### config.mk
export PLATFORM = sky130hd
export DESIGN_NAME = rf_wb_arbiter_flat
export DESIGN_NICKNAME = d
export VERILOG_FILES = /design/src/rtl/rf_wb_arbiter_if.sv /design/src/rtl/rf_wb_arbiter.sv /design/src/flat_wrapper.sv
export SDC_FILE = /design/constraint.sdc
export NUM_CORES = 1
export LEC_CHECK = 0
export CORE_UTILIZATION = 44
export CTS_CLUSTER_DIAMETER = 150
export DETAILED_ROUTE_END_ITERATION = 12
export PLACE_DENSITY = 0.66
export RECOVER_POWER = 100
export SYNTH_ARGS = -nofsm -noshare
export SYNTH_HDL_FRONTEND = slang
export SYNTH_SLANG_ARGS = --single-unit
### constraint.sdc
create_clock -name clk -period 5.75 [get_ports clk]
set_clock_uncertainty 0.15 [all_clocks]
set_input_delay 1.4375 -clock clk [delete_from_list [all_inputs] [get_ports clk]]
set_output_delay 1.4375 -clock clk [all_outputs]
set_load 0.02 [all_outputs]
### src/rtl/rf_wb_arbiter_if.sv
// Writeback-lanes / register-file bus bundle for rf_wb_arbiter.
// Forwarding lookup signals exist only when RF_WB_FWD_EN is defined.
interface rf_wb_arbiter_if #(
  parameter int unsigned RS    = 5,
  parameter int unsigned RD    = 32,
  parameter int unsigned DEPTH = 4
);
  localparam int unsigned CW = $clog2(DEPTH) + 1;

  logic          wb0_valid;
  logic [RS-1:0] wb0_rd;
  logic [RD-1:0] wb0_data;
  logic          wb0_ready;
  logic          wb1_valid;
  logic [RS-1:0] wb1_rd;
  logic [RD-1:0] wb1_data;
  logic          wb1_ready;
  logic          rf_write_en;
  logic [RS-1:0] rf_rd;
  logic [RD-1:0] rf_wd;
  logic [CW-1:0] count;
  logic          busy;
`ifdef RF_WB_FWD_EN
  logic [RS-1:0] fwd_rs;
  logic          fwd_hit;
  logic [RD-1:0] fwd_data;
`endif

  modport master (
    output wb0_valid, wb0_rd, wb0_data, wb1_valid, wb1_rd, wb1_data,
    input  wb0_ready, wb1_ready, rf_write_en, rf_rd, rf_wd, count, busy
`ifdef RF_WB_FWD_EN
    , output fwd_rs, input fwd_hit, fwd_data
`endif
  );

  modport slave (
    input  wb0_valid, wb0_rd, wb0_data, wb1_valid, wb1_rd, wb1_data,
    output wb0_ready, wb1_ready, rf_write_en, rf_rd, rf_wd, count, busy
`ifdef RF_WB_FWD_EN
    , input fwd_rs, output fwd_hit, fwd_data
`endif
  );
endinterface

### src/rtl/rf_wb_arbiter.sv
// Merges two writeback lanes into one RF write port via an order-preserving queue.
// Define RF_WB_FWD_EN to add a combinational youngest-match forwarding lookup.
module rf_wb_arbiter #(
  parameter int unsigned RS    = 5,
  parameter int unsigned RD    = 32,
  parameter int unsigned DEPTH = 4
) (
  input logic            clk,
  input logic            rst,
  rf_wb_arbiter_if.slave bus
);
  localparam int unsigned PW = $clog2(DEPTH);
  localparam int unsigned CW = PW + 1;

  logic [RS-1:0] r_q_rd [DEPTH];
  logic [RD-1:0] r_q_wd [DEPTH];
  logic [PW-1:0] r_head;
  logic [PW-1:0] r_tail;
  logic [CW-1:0] r_count;
  logic          r_rf_we;
  logic [RS-1:0] r_rf_rd;
  logic [RD-1:0] r_rf_wd;

  logic          w_rdy0;
  logic          w_rdy1;
  logic          w_enq0;
  logic          w_enq1;
  logic          w_pop;
  logic [PW-1:0] w_tail1;
  logic [CW-1:0] w_nenq;

  assign w_rdy0  = (r_count <= CW'(DEPTH - 1));
  assign w_rdy1  = (r_count <= CW'(DEPTH - 2));
  // rd==0 completes the handshake but is never stored
  assign w_enq0  = bus.wb0_valid && w_rdy0 && (bus.wb0_rd != '0);
  assign w_enq1  = bus.wb1_valid && w_rdy1 && (bus.wb1_rd != '0);
  assign w_pop   = (r_count != '0);
  assign w_tail1 = w_enq0 ? r_tail + PW'(1) : r_tail;
  assign w_nenq  = CW'(w_enq0) + CW'(w_enq1);

  always_ff @(posedge clk) begin
    if (w_enq0) begin
      r_q_rd[r_tail] <= bus.wb0_rd;
      r_q_wd[r_tail] <= bus.wb0_data;
    end
    if (w_enq1) begin
      r_q_rd[w_tail1] <= bus.wb1_rd;
      r_q_wd[w_tail1] <= bus.wb1_data;
    end
  end

  always_ff @(posedge clk or negedge rst) begin
    if (!rst) begin
      r_head  <= '0;
      r_tail  <= '0;
      r_count <= '0;
      r_rf_we <= 1'b0;
      r_rf_rd <= '0;
      r_rf_wd <= '0;
    end else begin
      r_tail  <= r_tail + PW'(w_nenq);
      r_count <= r_count + w_nenq - CW'(w_pop);
      r_rf_we <= w_pop;
      if (w_pop) begin
        r_rf_rd <= r_q_rd[r_head];
        r_rf_wd <= r_q_wd[r_head];
        r_head  <= r_head + PW'(1);
      end
    end
  end

  assign bus.wb0_ready   = w_rdy0;
  assign bus.wb1_ready   = w_rdy1;
  assign bus.rf_write_en = r_rf_we;
  assign bus.rf_rd       = r_rf_rd;
  assign bus.rf_wd       = r_rf_wd;
  assign bus.count       = r_count;
  assign bus.busy        = w_pop || r_rf_we;

`ifdef RF_WB_FWD_EN
  logic          w_fwd_hit;
  logic [RD-1:0] w_fwd_data;

  // Output register first, then queue oldest-to-newest, so the youngest match wins
  always_comb begin
    w_fwd_hit  = 1'b0;
    w_fwd_data = '0;
    if (bus.fwd_rs != '0) begin
      if (r_rf_we && (r_rf_rd == bus.fwd_rs)) begin
        w_fwd_hit  = 1'b1;
        w_fwd_data = r_rf_wd;
      end
      for (int unsigned i = 0; i < DEPTH; i++) begin
        if ((CW'(i) < r_count) && (r_q_rd[r_head + PW'(i)] == bus.fwd_rs)) begin
          w_fwd_hit  = 1'b1;
          w_fwd_data = r_q_wd[r_head + PW'(i)];
        end
      end
    end
  end

  assign bus.fwd_hit  = w_fwd_hit;
  assign bus.fwd_data = w_fwd_data;
`endif
endmodule

### src/flat_wrapper.sv
// flat-port wrapper written by rule: the top's interface ports become plain ports
module rf_wb_arbiter_flat 
#(
  parameter int unsigned RS    = 5,
  parameter int unsigned RD    = 32,
  parameter int unsigned DEPTH = 4
)
  (clk, rst, bus_wb0_valid, bus_wb0_rd, bus_wb0_data, bus_wb1_valid, bus_wb1_rd, bus_wb1_data, bus_wb0_ready, bus_wb1_ready, bus_rf_write_en, bus_rf_rd, bus_rf_wd, bus_count, bus_busy);
  rf_wb_arbiter_if #(.RS(RS), .RD(RD), .DEPTH(DEPTH)) bus_i ();
  input logic clk;
  input logic rst;
  input wire logic [$bits(bus_i.wb0_valid)-1:0] bus_wb0_valid;
  input wire logic [$bits(bus_i.wb0_rd)-1:0] bus_wb0_rd;
  input wire logic [$bits(bus_i.wb0_data)-1:0] bus_wb0_data;
  input wire logic [$bits(bus_i.wb1_valid)-1:0] bus_wb1_valid;
  input wire logic [$bits(bus_i.wb1_rd)-1:0] bus_wb1_rd;
  input wire logic [$bits(bus_i.wb1_data)-1:0] bus_wb1_data;
  output wire logic [$bits(bus_i.wb0_ready)-1:0] bus_wb0_ready;
  output wire logic [$bits(bus_i.wb1_ready)-1:0] bus_wb1_ready;
  output wire logic [$bits(bus_i.rf_write_en)-1:0] bus_rf_write_en;
  output wire logic [$bits(bus_i.rf_rd)-1:0] bus_rf_rd;
  output wire logic [$bits(bus_i.rf_wd)-1:0] bus_rf_wd;
  output wire logic [$bits(bus_i.count)-1:0] bus_count;
  output wire logic [$bits(bus_i.busy)-1:0] bus_busy;
  assign bus_i.wb0_valid = bus_wb0_valid;
  assign bus_i.wb0_rd = bus_wb0_rd;
  assign bus_i.wb0_data = bus_wb0_data;
  assign bus_i.wb1_valid = bus_wb1_valid;
  assign bus_i.wb1_rd = bus_wb1_rd;
  assign bus_i.wb1_data = bus_wb1_data;
  assign bus_wb0_ready = bus_i.wb0_ready;
  assign bus_wb1_ready = bus_i.wb1_ready;
  assign bus_rf_write_en = bus_i.rf_write_en;
  assign bus_rf_rd = bus_i.rf_rd;
  assign bus_rf_wd = bus_i.rf_wd;
  assign bus_count = bus_i.count;
  assign bus_busy = bus_i.busy;
  rf_wb_arbiter #(.RS(RS), .RD(RD), .DEPTH(DEPTH)) u_core (.clk(clk), .rst(rst), .bus(bus_i));
endmodule
==> run metrics, run 1 <==
DRC Markers 0; nets 786; Crit-path slowest cell nor3_1; First-pass DRT Iterations 4; largest net degree at the start of global routing 46; failing checks max-capacitance violations, max-slew violations; clock power share 0.204; die area 21300 sq um; first-pass GRT wire length 32.6 mm; floorplan row count 52; DR top layer met4; Crit path max-delay family simple AND/OR/NAND/NOR gates; Critical Path Start Type flop; CTS Buf Count 17; Syn Std Cell Area 9120 sq um; Vias 5230; DR iter-0 viols 319; max_slew headroom -0.876; Worst Hold Path Cells 2; H-Tree Depth 4; Worst R2R Start u_core.bus.count[0]; Tot GR Track Use 0.205; total power 5520 uW; vias in the first global route 5769; routed wl met2 10.8 mm; n_diodes 0; antenna viol nets, final 0; Placer Congestion 0.773; max incr delay on CP 1.31 ns; area leader, netlist edfxtp_1; RSZ-0062 raised after global routing no; PostCTS Resize Cnt 0; Power Density 496 nW/um^2; area grow syn2layout 22.0%; sw frac 0.340; Synth Instances 575; # fillers 1722; Die W 146 microns; TritonCTS clock tree done; Avg Vias per Cell 5.33; P_sw 1880 uW; Pins Over Slew Limit 99; R2R setup slack 1.82 ns; final hold violation count 0; run status complete, but fails checks; register clock-pin slew on the reported worst setup and hold paths 0.07 ns; Fin Setup TNS 0 ns; slew at the pin closest to its max-slew limit 2.81 ns; Mapped Nets 663; Hold Path Class flop to flop; Mean Syn Cell Area 15.9 sq um; Routed WL 20.5 mm; minimum clock period after layout 4.86 ns; met3 WL post-DR 648 microns; Netlist cell types 32; share of layout cells above drive strength 1 0.269; Crit Path Max Fanout 12; Final setup viols 0; Die Span Y 146 microns; Routed WL per cell 20.9 microns; Synth area leaders edfxtp_1, mux2_2, dfrtp_1; CP Buf/Inv Count 2; Setup CP Type flop to output port; hold_buf cts 0; root buf cell clkbuf_16; core outline area 20300 sq um; clock latency at the later pin of the worst-skew pair 0.42 ns; total grt overflow 0; Clock Sinks 193; M1 WL 8.74 mm; sequential power share 0.425; sequential area share after synthesis 0.611; Min-Delay Endpoint u_core.bus.rf_rd[3]; Max Cap Viol 3; Detailed Place HPWL 12.7 mm; Cell Chain, Critical Path nor3_1, clkbuf_1, nand2b_1, dlygate4sd3_1; R2R cell count 6; post-synthesis register bit count 193; area share of the largest cell type after synthesis 0.487; final period utilization 0.845; r2r endpoint u_core.bus.rf_wd[31]; CP Capture Type output port; fmax 0.206 GHz; CP Data Required Time 4.16 ns; IO Count 122; static leakage 0.00406 uW; Combinational Power Share 0.372; initial antenna violation count 0; Worst Hold Launch u_core.bus.rf_rd[3]; P_int 3640 uW; Peak supply drop 0.211 mV; Starting Density 0.449; yosys warns 0; WP data arrival 3.27 ns; CTS Buffer Depth 2; Port Buffer Count 121; Post-CTS Setup Inserts 0
[sequential cells by signal (all words and copies together) (netlist names)]
| register | flops |
|---|---|
| u_core.bus.rf_rd | 5 |
| u_core.bus.rf_write_en | 1 |
| u_core.r_head | 2 |
| u_core.r_q_wd | 128 |
| u_core.bus.rf_wd | 32 |
| u_core.r_q_rd | 20 |
| u_core.r_tail | 2 |
| u_core.bus.count | 3 |
[cells by family (layout without fill, tap and decap cells)]
family                     after synthesis  count (layout)  share of synthesized area
DFF                                    193             193                      0.611
muxes                                  186             186                      0.276
and+or+nand+nor                        128             128                     0.0568
buffers and inverters                   42             178                     0.0257
adders and majority gates               10              10                     0.0145
AOI/OAI and AO/OA                        9               9                    0.00782
xor gates and xnor gates                 7               7                    0.00878
[metrics by stage]
step / hold WS, ns / setup WS, ns / instance area, sq um / instances / util
finish: 0.308 / 0.891 / 11100 / 981 / 0.548
global route: 0.337 / 0.781 / 11100 / 981 / 0.548
CTS: 0.321 / 1.58 / 11200 / 981 / 0.552
detailed placement: 0.306 / 1.24 / 10700 / 949 / 0.525
global placement: 0.299 / 1.32 / 10700 / 949 / 0.525
floorplan: 0.398 / 0.589 / 9120 / 575 / -
[final cells by class]
cell class                 instances  area [sq um]  area share
sequential                       193          5580       0.501
multi-input combinational        340          3320       0.298
timing repair buffer             135          1300       0.117
clock buffer                      23           468      0.0421
tap                              270           338      0.0304
clock inverter                     9          80.1     0.00720
inverter                          11          46.3     0.00416
[power by group through the flow]
| stage | clock network (uW) | registers (uW) | logic [uW] |
|---|---|---|---|
| 6_report | 1120 | 2350 | 2050 |
| 4_1_cts | 1140 | 2370 | 2180 |
| 2_1_floorplan | 0 | 2410 | 1300 |
| 3_5_place_dp | 0 | 2400 | 2170 |
| 5_1_grt | 1200 | 2410 | 2230 |
| 3_3_place_gp | 0 | 2380 | 2130 |
[metal layers]
| layer | vias up | global-route usage |
|---|---|---|
| met2 | 117 | 0.370 |
| li1 | 2405 | - |
| met4 | 0 | 0.0729 |
| met3 | 20 | 0.0292 |
| met5 | - | 0 |
| met1 | 2688 | 0.250 |
[cell usage after synthesis]
library cell / count
a21o_1: 1
a21o_4: 1
a21oi_2: 2
a31oi_1: 2
buf_1: 1
buf_2: 9
buf_4: 2
buf_6: 7
clkbuf_1: 12
dfrtp_1: 45
edfxtp_1: 148
fa_1: 1
ha_1: 9
inv_1: 10
inv_6: 1
mux2_1: 40
mux2_2: 108
mux2_4: 1
mux4_2: 37
nand2_1: 116
nand2b_1: 2
nand3_2: 1
nand3b_1: 1
nand4_1: 2
nor2_1: 2
nor3_1: 2
nor3_2: 1
nor3b_2: 1
o2111ai_1: 1
o21ai_0: 2
xnor2_1: 6
xnor2_4: 1
[how the worst max path moves through the flow]
stage                           end  depth (start not counted)  slack [ns]           startpoint
2_1_floorplan   u_core.r_q_rd[2][0]                          4        0.59        bus_wb1_rd[0]
3_3_place_gp    u_core.r_q_rd[2][4]                          8        1.32        bus_wb0_rd[0]
3_5_place_dp    u_core.r_q_rd[2][0]                          8        1.24        bus_wb0_rd[0]
4_1_cts                    bus_busy                          4        1.58  u_core.bus.count[0]
5_1_grt        u_core.r_q_wd[0][26]                          8        0.78        bus_wb0_rd[0]
6_report                   bus_busy                          4        0.89  u_core.bus.count[0]
[worst min-delay path, cell delays in order (launching register included)]
cell and delay (ns):
dfrtp_1 0.34, nand2_1 0.05, nand2_1 0.04
[layout by cell type, fill, tap and decap left out, types with 5 or more instances in the layout]
| cell | instances |
|---|---|
| edfxtp_1 | 148 |
| mux4_2 | 37 |
| clkbuf_1 | 9 |
| mux2_1 | 41 |
| inv_1 | 10 |
| dlygate4sd3_1 | 46 |
| dfrtp_1 | 43 |
| xnor2_1 | 7 |
| clkinv_2 | 5 |
| ha_1 | 9 |
| clkbuf_16 | 17 |
| mux2_2 | 107 |
| clkdlybuf4s50_1 | 74 |
| buf_4 | 7 |
| nand2_1 | 116 |
Note: power is estimated with default switching activity, not from simulation.
==> run 2: changes to the inputs <==
--- a/config.mk
+++ b/config.mk
@@ -8,7 +8,7 @@
 export CORE_UTILIZATION = 44
 export CTS_CLUSTER_DIAMETER = 150
 export DETAILED_ROUTE_END_ITERATION = 12
-export PLACE_DENSITY = 0.66
+export PLACE_DENSITY = 0.69
 export RECOVER_POWER = 100
 export SYNTH_ARGS = -nofsm -noshare
 export SYNTH_HDL_FRONTEND = slang
==> constraint.sdc (replaced) <==
create_clock -name clk -period 4 [get_ports clk]
set_clock_uncertainty 0.15 [all_clocks]
set_input_delay 1 -clock clk [delete_from_list [all_inputs] [get_ports clk]]
set_output_delay 1 -clock clk [all_outputs]
set_load 0.02 [all_outputs]
==> run 2 against run 1 <==
Compared with the run above: die area unchanged; clock-buffer cell count shrank 4; flip-flop and latch count stayed put; largest cell class unchanged; the run still ends with max-capacitance violations, max-slew violations left; core utilization rose by 0.49 points; global-route usage barely moved; clock power grew 50%; power increased by 46%; register-to-register slack worse by 1.1 ns; via count is 2.1% higher; sequential power increased by 44%.
==> run metrics, run 2 (synthesized netlist as in run 1, its figures left out) <==
run status complete, but fails checks (unchanged); failing checks max-capacitance violations, max-slew violations (unchanged); share of layout cells above drive strength 1 0.280 (was 0.269); Combinational Power Share 0.371 (was 0.372); Port Buffer Count 121 (unchanged); die area 21300 sq um (unchanged); slew at the pin closest to its max-slew limit 2.15 ns (was 2.81 ns); Routed WL 20.7 mm (was 20.5 mm); first-pass GRT wire length 32.2 mm (was 32.6 mm); IO Count 122 (unchanged); CTS Buffer Depth 2 (unchanged); fmax 0.287 GHz; Starting Density 0.449 (unchanged); commonest non-fill, non-tap cells in the layout edfxtp_1, nand2_1, mux2_2 (unchanged); CTS Buf Count 17 (unchanged); Vias 5341 (was 5230); Hold Path Class flop to flop (unchanged); post-route insts no fill 987 (was 981); vias in the first global route 5848 (was 5769); Max Cap Viol 1 (was 3); sw frac 0.341 (was 0.340); Die Span Y 146 microns (unchanged); Tot GR Track Use 0.205 (about the same); nets 792 (was 786); Critical Path Start Type flop (unchanged); floorplan row count 52 (unchanged); P_sw 2740 uW (was 1880 uW); clock latency at the later pin of the worst-skew pair 0.43 ns (was 0.42 ns); Power Density 717 nW/um^2 (was 496 nW/um^2); P_int 5300 uW (was 3640 uW); initial antenna violation count 0 (unchanged); DR iter-0 viols 320 (was 319); antenna viol nets, final 0 (unchanged); Final Util 0.553 (was 0.548); Detailed Place HPWL 12.9 mm (was 12.7 mm); Fin Setup TNS 0 ns (unchanged); final hold violation count 0 (unchanged); n_diodes 0 (unchanged); Peak supply drop 0.481 mV (was 0.211 mV); Avg Vias per Cell 5.41 (was 5.33); Crit Path Max Fanout 4 (was 12); Post-CTS Setup Inserts 0 (unchanged); Pins Over Slew Limit 36 (was 99); Clock Sinks 193 (unchanged); CP Capture Type output port (unchanged); First-pass DRT Iterations 4 (unchanged); root buf cell clkbuf_16 (unchanged); CP Data Required Time 2.85 ns (was 4.16 ns); Placer Congestion 0.751 (was 0.773); Worst Hold Path Cells 2 (unchanged); max_slew headroom -0.432 (was -0.876); sequential power share 0.421 (was 0.425); WP data arrival 2.33 ns (was 3.27 ns); Biggest register u_core.r_q_wd (unchanged); clock power share 0.208 (was 0.204); final period utilization 0.870; DRC Markers 0 (unchanged); TritonCTS clock tree done (unchanged); R2R cell count 9 (was 6); H-Tree Depth 4 (unchanged); hold_buf cts 0 (unchanged); register clock-pin slew on the reported worst setup and hold paths 0.07 ns (about the same); PostCTS Resize Cnt 0 (unchanged); RSZ-0062 raised after global routing no (unchanged); max reg flops 128 (unchanged); Final setup viols 0 (unchanged); Die W 146 microns (unchanged); Routed WL per cell 21.0 microns (was 20.9 microns); most common cell after layout, fill and taps aside edfxtp_1 (unchanged); total grt overflow 0 (unchanged); minimum clock period after layout 3.48 ns; largest net degree at the start of global routing 40 (was 46); dpl cells 955 (was 949); Setup CP Type flop to output port (unchanged); area grow syn2layout 23.1% (was 22.0%); static leakage 0.00410 uW (was 0.00406 uW); core outline area 20300 sq um (unchanged)
==> run 2: per-stage QoR <==
step                      instance area, sq um  hold slack, ns  power [uW]  setup WS, ns
final                                    11200           0.309        8040         0.520
after global routing                     11200           0.326        8490         0.366
after CTS                                11300           0.321        8300         0.763
after detailed placement                 10700           0.305        6620         0.360
after global placement                   10700           0.298        6530         0.356
after floorplan                           9120           0.398        5320         0.273
==> run 2: area by class of cell <==
class,instances,area [sq um]
inverters,11,46.3
well taps,270,338
clock inverters,13,140
flip-flops and latches,193,5580
repair buffers,141,1380
multi-input cells,340,3310
clock buffers,19,433
fillers,1667,9070
==> run 2: power by group through the flow <==
| stage | Sequential, uW | Combinational [uW] | Clock [uW] |
|---|---|---|---|
| 2_1_floorplan | 3450 | 1870 | 0 |
| 3_3_place_gp | 3430 | 3100 | 0 |
| 3_5_place_dp | 3460 | 3160 | 0 |
| 4_1_cts | 3420 | 3180 | 1700 |
| 5_1_grt | 3480 | 3230 | 1780 |
| 6_report | 3390 | 2980 | 1680 |
==> run 2: critical path: stages, from the launching register on <==
cell	delay (ns)
dfrtp_1	0.42
nor3_1	0.82
nand2b_1	0.10
clkdlybuf4s50_1	0.57
==> run 2: routing by layer <==
metal | global-route usage | vias up | wire length [microns]
met1 | 0.247 | 2755 | 8360
li1 | - | 2423 | -
met2 | 0.373 | 149 | 11100
met3 | 0.0445 | 14 | 1030
met5 | 0 | - | 0
met4 | 0.0484 | 0 | 204
==> run 2: final timing paths <==
kind                                       from                    to  slack (ns)
max                         u_core.bus.count[0]              bus_busy        0.52
min                        u_core.bus.rf_wd[23]  u_core.bus.rf_wd[23]        0.31
max reg2reg                 u_core.bus.count[0]   u_core.bus.count[2]        0.70
min reg2reg                u_core.bus.rf_wd[23]  u_core.bus.rf_wd[23]        0.31
max in group asynchronous                   rst      u_core.r_head[0]        1.09
min in group asynchronous                   rst  u_core.bus.rf_wd[30]        1.04
==> edit: new RTL, config.mk and constraints of run 1 <==
`DEPTH` is set to 4 in 3 places; all go to 8.
--- a/src/rtl/rf_wb_arbiter_if.sv
+++ b/src/rtl/rf_wb_arbiter_if.sv
@@ -3,7 +3,7 @@
 interface rf_wb_arbiter_if #(
   parameter int unsigned RS    = 5,
   parameter int unsigned RD    = 32,
-  parameter int unsigned DEPTH = 4
+  parameter int unsigned DEPTH = 8
 );
   localparam int unsigned CW = $clog2(DEPTH) + 1;
 
--- a/src/rtl/rf_wb_arbiter.sv
+++ b/src/rtl/rf_wb_arbiter.sv
@@ -3,7 +3,7 @@
 module rf_wb_arbiter #(
   parameter int unsigned RS    = 5,
   parameter int unsigned RD    = 32,
-  parameter int unsigned DEPTH = 4
+  parameter int unsigned DEPTH = 8
 ) (
   input logic            clk,
   input logic            rst,
--- a/src/flat_wrapper.sv
+++ b/src/flat_wrapper.sv
@@ -3,7 +3,7 @@
 #(
   parameter int unsigned RS    = 5,
   parameter int unsigned RD    = 32,
-  parameter int unsigned DEPTH = 4
+  parameter int unsigned DEPTH = 8
 )
   (clk, rst, bus_wb0_valid, bus_wb0_rd, bus_wb0_data, bus_wb1_valid, bus_wb1_rd, bus_wb1_data, bus_wb0_ready, bus_wb1_ready, bus_rf_write_en, bus_rf_rd, bus_rf_wd, bus_count, bus_busy);
   rf_wb_arbiter_if #(.RS(RS), .RD(RD), .DEPTH(DEPTH)) bus_i ();
Interface: changed (resized bus_count); port bits go from 122 to 123. No check against the original RTL was run, so the function may have changed too.
==> edit against run 1 <==
The run still ends with max-capacitance violations, max-slew violations left. Sequential cell count increased by 151. Power increased by 77%. Worst hold slack improved by 0.012 ns. Synthesized area increased by 85%. Critical path depth increased by 3. Worst setup slack got worse by 0.21 ns. Die area increased by 83%. Routed wire length increased by 92%. Cell area increased by 79%. Global-route usage increased by 0.23 points. Sequential share of layout area increased by 0.65 points. Fmax decreased by 4.2%. Largest cell class unchanged.
==> edit: results (changes against run 1) <==
Parameter                              Value

Critical path
  Endpoint of the worst-slack reg-to-reg timing path    u_core.bus.rf_wd[28]$_DFFE_PN0N_
  CP Launch Point    bus_wb1_rd[3]
  Critical Path Fanout Max    26 (+14)
  Number of cell instances on the worst register-to-register path    4 (-2)
  Register-to-register setup slack    1.50 ns (-0.32 ns)
  Termination of the worst setup path    u_core.r_q_wd[1][17]$_DFFE_PP_

Global route
  GR Layer Usage met1    28.0% (+3.0 points)
  Global routing met3 resource utilization    2.73% (-0.19 points)
  Number of global-route vias before repair    9773 (+69%)
  Met2 capacity usage during global routing    35.3% (-1.6 points)
  Total routing resource utilization after global routing    20.7% (+0.23 points)
  Wire length of the first global-routing pass    60.4 mm (+85%)

Final layout
  Share of cells above drive strength 1    39.8% (+13 points)
  Final Instance Count excl. Fillers    1652 (+68%)
  Total number of nets in the final design    1203 (+53%)

Min path
  Launch instance of the worst min-delay path    u_core.bus.rf_wd[23]$_DFFE_PN0N_
  WHS Endpoint    u_core.bus.rf_wd[23]$_DFFE_PN0N_

Synthesis
  Average instance area after synthesis    17.2 um2 (+8.3%)
  Syn Nets    1072 (+62%)
  Post-synth EDFFs    296 (+100%)
  Share of synthesized flip-flops with an asynchronous set or reset    14.0% (-9.4 points)
  Top cells by instance count after synthesis    296 x edfxtp_1, 291 x mux2_2, 74 x mux4_2
  Count of distinct cell types in the synthesized netlist    40 (+25%)
  Sequential cell area fraction in the yosys report    59.9% (-1.2 points)
  Cell types with the largest area share after synthesis    edfxtp_1 53%, mux2_2 19%, mux4_2 9.9%

Drt
  Number of design-rule violations left by the first detailed-router iteration    601 (+88%)
  Detailed-route via count    9278 (+77%)

CTS
  H-tree depth    2 (-2)
  Source-to-sink clock delay at the later pin of the worst-skew pair    0.53 ns (+0.11 ns)
  Clock-pin slew reported for the worst setup and hold paths after clock tree synthesis    0.05 ns (-0.02 ns)

Timing
  Fin. max-slew vios    102 (+3.0%)
  Hold_ws    0.320 ns (+0.0118 ns)
  Least setup slack across all paths after layout    0.679 ns (-0.212 ns)

Power and ir drop
  Cell leakage power    6.80 nW (+67%)
  IR drop worst, VDD    0.229 mV (+8.3%)

Placed design
  Pre-CTS worst setup slack    0.814 ns (-0.430 ns)
  Placed insts    1582 (+67%)

Run status
  Run status    complete, but fails checks
  Violated checks    max-capacitance violations, max-slew violations

Run
  Number of violations of the max-capacitance limit    3 (unchanged)
-- edit: cell types whose count changed after synthesis, sizes merged, moves of 4 or more --
cell,before,now
buf,19,36
o22ai,0,6
mux2i,0,37
mux4,37,74
inv,11,17
nor2b,0,4
o21ai,2,40
mux2,149,297
clkbuf,12,23
nand2,116,45
a2bb2oi,0,6
edfxtp,148,296
-- edit: layer usage --
layer / vias to the layer above / share of wire [%]
met1: 4822 / 45
met3: 53 / 4.0
li1: 4182 / -
met4: 0 / 1.8
met2: 221 / 50
met5: - / 0
-- edit: final cells by class --
| class | instances | area [um2] | area share (%) |
|---|---|---|---|
| Sequential cell | 344 | 10100 | 50.8 |
| Inverter | 17 | 63.8 | 0.321 |
| Timing Repair Buffer | 149 | 1420 | 7.12 |
| Multi-Input combinational cell | 561 | 6450 | 32.5 |
| Clock inverter | 13 | 103 | 0.516 |
| Clock buffer | 57 | 1110 | 5.61 |
| Tap cell | 511 | 639 | 3.22 |
-- edit: report_power, final --
group	internal (W)	switching (W)
sequential	0.00353	0.000424
combinational	0.00166	0.00180
clock	0.00139	0.000973
-- edit: kinds of logic after synthesis --
family / after synthesis / share of synthesized area, %
AOI/OAI and AO/OA: 62 / 2.58
buffers and inverters: 76 / 2.15
adders and majority gates: 13 / 1.05
DFF: 344 / 59.9
and+or+nand+nor: 71 / 2.03
xor gates and xnor gates: 7 / 0.364
muxes: 408 / 31.9
-- edit: critical path: cells and delay by family --
kind / cells / cell delay, ns
AND/OR/NAND/NOR: 2 / 0.75
buffers and inverters: 2 / 1.53
multiplexers: 1 / 0.42
AO/OA/AOI/OAI: 2 / 1.05
